`src/rtl/eaf_bloom_filter_param.sv`:
```
// eaf_bloom_filter_param: eviction address Bloom filter with multi-cycle hashed probe/insert and auto-clear.
// Optional feature macro: EAF_DUP_SKIP_EN (inserts of already-present addresses do not count toward auto-clear).
module eaf_bloom_filter_param #(
   parameter int ADDR_W      = 32,
   parameter int OFFSET_BITS = 6,
   parameter int BF_BITS     = 1024,
   parameter int NUM_HASH    = 4,
   parameter int MAX_ENTRIES = 16,
   parameter int IDX_W       = $clog2(BF_BITS),
   parameter int CNT_W       = $clog2(MAX_ENTRIES + 1)
) (
   input  logic              clk,
   input  logic              rst,
   input  logic              req_valid,
   output logic              req_ready,
   input  logic              req_op,
   input  logic [ADDR_W-1:0] req_addr,
   output logic              resp_valid,
   output logic              resp_op,
   output logic              addr_exists,
   output logic              priority_level,
   output logic              clear_o,
   output logic [CNT_W-1:0]  insert_count
);
   localparam int HW  = NUM_HASH > 1 ? $clog2(NUM_HASH) : 1;
   localparam int NSL = (ADDR_W + IDX_W - 1) / IDX_W;
   localparam int PW  = NSL * IDX_W;

   typedef enum logic [1:0] {IDLE, PROBE, RESP, CLEAR} state_t;

   state_t             state, state_nx;
   logic [HW-1:0]      h;
   logic [ADDR_W-1:0]  addr_q;
   logic               op_q;
   logic               acc;
   logic               clr_pend;
   logic [BF_BITS-1:0] bits;
   logic [IDX_W-1:0]   idx;
   logic               hit;
   logic               last;
   logic               counted;

   function automatic logic [IDX_W-1:0] hash_idx(input logic [ADDR_W-1:0] a, input logic [HW-1:0] hh);
      logic [ADDR_W-1:0] t;
      logic [ADDR_W-1:0] r;
      logic [PW-1:0]     p;
      logic [IDX_W-1:0]  f;
      int                rot;
      t   = a >> OFFSET_BITS;
      rot = (4 * int'(hh) + 1) % ADDR_W;
      r   = (t << rot) | (t >> (ADDR_W - rot));
      p   = PW'(t ^ r);
      f   = '0;
      for (int s = 0; s < NSL; s++) f ^= IDX_W'(p >> (s * IDX_W));
      return f ^ IDX_W'(hh);
   endfunction

   // Probe index, running hit result and whether this insert counts toward auto-clear
   always_comb begin
      idx  = hash_idx(addr_q, h);
      hit  = acc & bits[idx];
      last = h == HW'(NUM_HASH - 1);
`ifdef EAF_DUP_SKIP_EN
      counted = op_q & ~hit;
`else
      counted = op_q;
`endif
   end

   // Next state and state-decoded handshake/pulse outputs
   always_comb begin
      state_nx   = state == IDLE  ? (req_valid ? PROBE : IDLE) :
                   state == PROBE ? (last ? RESP : PROBE) :
                   state == RESP  ? (clr_pend ? CLEAR : IDLE) : IDLE;
      req_ready  = state == IDLE;
      resp_valid = state == RESP;
      clear_o    = state == CLEAR;
   end

   // State register
   always_ff @(posedge clk or negedge rst) begin
      if (!rst) state <= IDLE;
      else      state <= state_nx;
   end

   // Request latch, probe sequencing, filter bits, result registers and insert counter
   always_ff @(posedge clk or negedge rst) begin
      if (!rst) begin
         h              <= '0;
         addr_q         <= '0;
         op_q           <= 1'b0;
         acc            <= 1'b1;
         clr_pend       <= 1'b0;
         bits           <= '0;
         resp_op        <= 1'b0;
         addr_exists    <= 1'b0;
         priority_level <= 1'b0;
         insert_count   <= '0;
      end else begin
         if (state == IDLE && req_valid) begin
            addr_q <= req_addr;
            op_q   <= req_op;
            acc    <= 1'b1;
            h      <= '0;
         end
         if (state == PROBE) begin
            acc <= hit;
            h   <= h + HW'(1);
            if (op_q) bits[idx] <= 1'b1;
            if (last) begin
               addr_exists    <= hit;
               priority_level <= hit & ~op_q;
               resp_op        <= op_q;
               clr_pend       <= counted && (insert_count + CNT_W'(1) == CNT_W'(MAX_ENTRIES));
               if (counted) insert_count <= insert_count + CNT_W'(1);
            end
         end
         if (state == RESP && clr_pend) begin
            bits         <= '0;
            insert_count <= '0;
            clr_pend     <= 1'b0;
         end
      end
   end
endmodule

```
`config.mk`:
```
export PLATFORM = sky130hd
export DESIGN_NAME = eaf_bloom_filter_param
export DESIGN_NICKNAME = d
export VERILOG_FILES = /design/src/rtl/eaf_bloom_filter_param.sv
export SDC_FILE = /design/constraint.sdc
export NUM_CORES = 2
export LEC_CHECK = 0
export BUFFER_PORTS_ARGS = -buffer_cell sky130_fd_sc_hd__buf_2
export CORE_ASPECT_RATIO = 1.1
export CORE_MARGIN = 2
export CORE_UTILIZATION = 45
export CTS_BUF_LIST = sky130_fd_sc_hd__clkbuf_2 sky130_fd_sc_hd__clkbuf_4 sky130_fd_sc_hd__clkbuf_8
export CTS_CLUSTER_SIZE = 28
export DETAILED_ROUTE_END_ITERATION = 8
export MAX_ROUTING_LAYER = met4
export RECOVER_POWER = 100
export SETUP_SLACK_MARGIN = 0.15
export SLEW_MARGIN = 20
export SYNTH_ARGS = -nofsm -noshare
export SYNTH_HDL_FRONTEND = slang
export SYNTH_SLANG_ARGS = --single-unit
export TNS_END_PERCENT = 10
```
`constraint.sdc`:
```
create_clock -name clk -period 3.9 [get_ports clk]
set_input_delay 0.195 -clock clk [delete_from_list [all_inputs] [get_ports clk]]
set_output_delay 0.195 -clock clk [all_outputs]
set_load 0.05 [all_outputs]
```
; Word level (Yosys, flattened, before mapping)
; Index checks and enable logic that the tools add are counted.
[word_totals]
regBits = 1071
in_bits = 36
output_inout_bits = 11
wordCells = 73
[classes]
add_sub_neg = 4
n_lt_le_gt_ge = 2
eq_ne = 5
shifts = 2
n_mux = 24
bitwise = 11
n_reduce_logical = 14
[ops]
columns = operator, count
row1 = $mux W1024, 3
row2 = $or A1024 B1024 Y1024, 1
row3 = $or A32 B32 Y32, 1
row4 = $shl A26 B32 Y32, 1
row5 = $shr A26 B32 Y32, 1
row6 = $xor A26 B32 Y32, 1
row7 = $mux W5, 4
row8 = $xor A10 B10 Y10, 2
row9 = $xor A10 B2 Y10, 2
row10 = $mux W2, 7
row11 = $lt A10 B11 Y1 const B, 1
row12 = $bmux W1 S10, 1
row13 = $demux W1 S10, 1
row14 = $ge A10 B1 Y1 const B, 1
row15 = $mux W1, 8
row16 = $reduce_bool A2 Y1, 4
row17 = $sub A7 B6 Y8 const A, 1
row18 = $eq A2 B2 Y1 const B, 3
row19 = $reduce_and A2 Y1, 3
row20 = $add A4 B1 Y5 const B, 1
row21 = $add A5 B1 Y5 const B, 1
row22 = $eq A5 B5 Y1 const B, 1
row23 = $reduce_or A5 Y1, 1
row24 = $logic_and A1 B1 Y1, 4
row25 = 7 further kinds, 8

; Logic depth before layout (Yosys ltp)
[logic_depth]
depth_word = 19
ltp_mapped = 19
depth_no_buf = 12

; Worst setup path before layout
; No wires, ideal clock.
[synth_timing]
path_type = register to register
start = reg h[0]
end = reg priority_level
setup_time_ns = 0.095
t_arrival_ns = 3.402
t_required_ns = 3.805
path_slack_ns = 0.403
stages_incl_launch_ff = 15
n_path_buf = 3
synth_period_minus_slack_ns = 3.497
path_cell_list = dfrtp_1 -> buf_4 -> mux4_2 -> xnor2_1 -> xnor3_1 -> buf_2 -> nor3_1 -> buf_2 -> nand3_1 -> nand4_1 -> o41ai_1 -> o221ai_1 -> o211ai_2 -> o211ai_2 -> o31ai_1
[synth_via]
elab_chain_cells = 15
word_cells_on_any_way = 18
cone_classes = add/sub (2) / eq/ne (1) / shift (2) / mux (2) / bitwise (9) / reduce/logical (2)
[synth_lines]
columns = item, line
row1 = from (decl), 32  ; logic [HW-1:0] h;
row2 = from (signal assigned), 108  ; h <= h + HW'(1);
row3 = $add A4 B1 Y5, 50  ; rot = (4 * int'(hh) + 1) % ADDR_W;
row4 = $reduce_or A5 Y1 (no source line), --
row5 = $and A1 B1 Y1 (no source line), --
row6 = $sub A7 B6 Y8, 51  ; r = (t << rot) | (t >> (ADDR_W - rot));
row7 = $shr A26 B32 Y32, 51
row8 = $or A32 B32 Y32, 51
row9 = $xor A26 B32 Y32, 52  ; p = PW'(t ^ r);
row10 = $xor A10 B10 Y10 (2 in a row), 54  ; for (int s = 0; s < NSL; s++) f ^= IDX_W'(p >> (s * IDX_W));
row11 = $xor A10 B2 Y10, 54
row12 = $xor A10 B2 Y10, 55  ; return f ^ IDX_W'(hh);
row13 = $bmux W1 S10, 61  ; hit = acc & bits[idx];
row14 = $mux W1 (not written as such), 61
row15 = $and A1 B1 Y1, 61
row16 = $and A1 B1 Y1, 112  ; priority_level <= hit & ~op_q;
row17 = to (signal assigned), 112
row18 = to (decl), 21  ; output logic priority_level,
; Several ways; a longest one is shown, not always the timed one. The select of a mux whose other input is x is not followed.
; A chain may end at the register's enable or synchronous reset.

; Final worst setup path
[layout_timing]
start = reg h[0]
end = reg addr_exists
[layout_via]
elab_chain_cells = 14
word_cells_on_any_way = 17
cone_classes = add/sub (2) / eq/ne (1) / shift (2) / mux (2) / bitwise (8) / reduce/logical (2)
[layout_lines]
columns = item, line
row1 = $add A4 B1 Y5, 50
row2 = $reduce_or A5 Y1 (no source line), --
row3 = $and A1 B1 Y1 (no source line), --
row4 = $sub A7 B6 Y8, 51
row5 = $shr A26 B32 Y32, 51
row6 = $or A32 B32 Y32, 51
row7 = $xor A26 B32 Y32, 52
row8 = $xor A10 B10 Y10 (2 in a row), 54
row9 = $xor A10 B2 Y10, 54
row10 = $xor A10 B2 Y10, 55
row11 = $bmux W1 S10, 61
row12 = $mux W1 (not written as such), 61
row13 = $and A1 B1 Y1, 61
row14 = to (signal assigned), 111  ; addr_exists <= hit;
row15 = to (decl), 20  ; output logic addr_exists,
; Several ways; a longest one is shown, not always the timed one. The select of a mux whose other input is x is not followed.

==> results_dict.tcl <==
set metrics [dict create \
    ys.flop_type "dfrtp_1" \
    critPathSlowestCell "mux4_2" \
    synth_warnings 0 \
    dr_total_vias 42900 \
    dp_hpwl_mm 110 \
    wl_met1_mm 73.5 \
    wl_per_cell_um 25.7 \
    dr.pass1.iters 8 \
    seqCellArea_um2 26700 \
    synth_area_um2 47700 \
    synth_nets 5309 \
    synth_enable_flop_cells 0 \
    finalHoldViolCount 0 \
    die_width_um 315 \
    cp_slowest_stage_delay_ns 0.54 \
    crit_family "compound AO/OA/AOI/OAI gates" \
    fin_ws_ns -0.407 \
    ys_ff_latch 1065 \
    critPathKind "flip-flop to flip-flop" \
    hold_ws_ns 0.0971 \
    fin_skew_ns 0.0455 \
    max_freq_mhz 232 \
    fill_cells 9444 \
    avgViaCountPerCell 6.02 \
    multiInputGateArea_um2 20100 \
    yosys.cell_types.count 62 \
    status "finished, violations left" \
    post-route-period-util_pct 110 \
    dr_wl_met3_mm 17.0 \
    grt_usage_pct 34.4 \
    critPathMaxFanout 10 \
    end_kind "flip-flop" \
    final_layout_size_suffix_gt1_share_pct 18.7 \
    drc 0 \
    ys_seq_area_share_pct 55.8 \
    rsz0062_at_grt "yes" \
    synthArstFlopShare_pct 100 \
    violations "max-capacitance violations, max-slew violations, negative setup slack" \
    drv_slew 132 \
    startpoint "h[0]" \
    route.top_layer_used "met4" \
    cp_num_buf_inv 7 \
    cap_viol_max_count 3 \
    worst_setup_path_start_kind "flip-flop" \
    syn_inst 5270 \
    antenna_found_initial 4 \
    cts_tree "yes" \
    ios 47 \
    path_cells "buf_12 > buf_4 > mux4_2 > xnor2_4 > buf_4 > xor3_2 > buf_12 > nor4_4 > buf_4 > buf_12 > a22oi_1 > nand4_1 > o31ai_2 > nand4_1 > a31oi_1 > o211ai_2 > buf_6 > o31ai_4" \
    first_iter_violations 5156 \
    tightestPinTransition_ns 2.17 \
    grt_pass1_vias 40700 \
    overflow 0 \
    layout.cells.non_filler 7134 \
    hp-start "req_addr[8]" \
    grt_max_degree 115 \
    portBuffers 40 \
    grt_pass1_wl_mm 272 \
    clk_latency_ns 0.89 \
    relSlewSlack_pct -44.6 \
    place.gp.congestion 0.934 \
    start_util_pct 45.3 \
    clockRootBuffer "clkbuf_8" \
    fin_setup_tns_ns -1.21 \
    rr_startpoint "h[0]" \
    post-route-min-period_ns 4.31 \
    syn_to_final_growth_pct 23.5 \
    dr_wl_met2_mm 83.2 \
    die_y_um 346 \
    postRouteAntennaNets 0 \
    drt-total-wl_mm 183 \
    dp.cells 6691 \
    hp-class "input port to flip-flop" \
    cp.arrival_ns 5.11 \
    cts_sinks 1065 \
    cts_max_path_buffers 3 \
    placementRows 125 \
    numCtsBuffers 179 \
    fin_nets 5630 \
    cts_max_level 4 \
    setup_viol 3 \
    core-area_um2 105000 \
    cp.required_ns 4.71 \
    syn_avg_cell_area_um2 9.06 \
    clk_pin_slew_ns 0.06 \
    dieArea_um2 109000 \
]
## cells in the final DEF, fill, tap and decap left out, types with 17 or more instances in the layout
master	synthesis	routed
nand2_1	656	655
nand3_1	282	279
a22oi_1	70	64
and3_1	17	17
mux2i_1	230	227
buf_4	22	335
buf_6	6	18
mux2_2	29	28
nand4_1	89	89
nor2_2	0	29
nor2_1	1109	1047
dfrtp_1	1064	1064
clkbuf_1	338	23
a21oi_1	1048	1044
clkbuf_4	0	73
xor2_1	21	19
buf_12	0	128
clkbuf_8	0	240
nor2_4	0	34
buf_2	94	29
dlygate4sd3_1	0	30
## worst register-to-register path: cells and delay by family, from the launching register on
kind | cells | cell delay, ns
buffers and inverters | 7 | 1.09
XOR/XNOR | 2 | 0.44
flip-flops | 1 | 0.40
multiplexers | 1 | 0.54
AND/OR/NAND/NOR | 3 | 0.58
AO/OA/AOI/OAI | 5 | 1.17
## final timing paths
kind | end | slack, ns | cells past startpoint
max in group asynchronous | bits[477] | 0.26 | 4
min reg2reg | bits[71] | 0.49 | 2
max reg2reg | addr_exists | -0.41 | 18
max | addr_exists | -0.41 | 18
min in group asynchronous | bits[245] | 1.03 | 3
min | addr_q[8] | 0.1 | 3
## flip-flops by register name (all words and copies together) (netlist names)
name / flops
acc: 1
addr_exists: 1
addr_q: 26
bits: 1024
clr_pend: 1
counted: 1
h: 2
insert_count: 5
priority_level: 1
resp_op: 1
state: 2
## per-layer routing
layer / track usage (%) / vias up
met4: 15.0 / 0
met3: 5.67 / 565
li1: - / 18600
met2: 51.1 / 2281
met5: - / -
met1: 46.6 / 21500
## layout make-up
type	instances	share of cell area, %
tap	1397	2.96
sequential	1065	45.2
clock inverter	24	0.420
timing repair buffer	602	10.9
clock buffer	302	6.39
multi-input combinational	3740	34.1
inverter	3	0.0191
antenna	1	0.00424
## synthesized netlist by cell type, drive strengths merged, types with 3 or more instances
library cell,count,area (µm²)
a31oi,16,100
mux2i,230,2300
mux2,29,327
a21oi,1048,5250
xor2,21,184
and3,17,106
clkbuf,338,1270
o31ai,8,60.1
or2,5,31.3
nand3,282,1410
mux4,11,248
buf,125,714
dfrtp,1064,26600
o211ai,3,32.5
nand2b,5,31.3
o22ai,15,100
xnor2,27,259
ha,3,37.5
o21ai,11,55.1
nor2,1109,4160
nor4,18,230
inv,3,11.3
nor3,7,40.0
and2,3,18.8
a32oi,14,123
xnor3,3,68.8
xor3,3,73.8
o41ai,11,96.3
nand2,657,2470
a22oi,70,526
nand4,89,557
nor2b,3,18.8
## kinds of logic (layout without fill, tap and decap cells)
family / after synthesis / count (layout) / share of synthesized area, %
AO/OA/AOI/OAI: 1215 / 1215 / 13.6
multiplexers: 270 / 270 / 6.03
XOR/XNOR: 54 / 54 / 1.23
other: 0 / 1 / 0
adder cells (fa/ha/maj): 3 / 3 / 0.0786
buffers and inverters: 466 / 931 / 4.18
flip-flops: 1065 / 1065 / 55.8
AND/OR/NAND/NOR: 2197 / 2198 / 19.0
## metrics by stage
step           util, %  setup WS (ns)  area (µm²)
2_1_floorplan        -          0.403       47700
3_3_place_gp      50.4         -0.974       53100
3_5_place_dp      50.4          -1.07       53200
4_1_cts           55.6         -0.336       58600
5_1_grt           55.9         -0.515       59000
6_report          55.9         -0.407       59000
## repair_timing
action | 4_1_cts | 5_1_grt
pin swaps | 39 | 30
hold buffers | 31 | 0
buffers inserted | 40 | 37
gates resized for setup | 95 | 50
setup endpoints to repair | 210 | 223
cloned | 7 | 2
hold endpoints to repair | 366 | 0
Power is not shown: default switching activity piles up to over one toggle a cycle in this logic, so the estimate is an artifact.
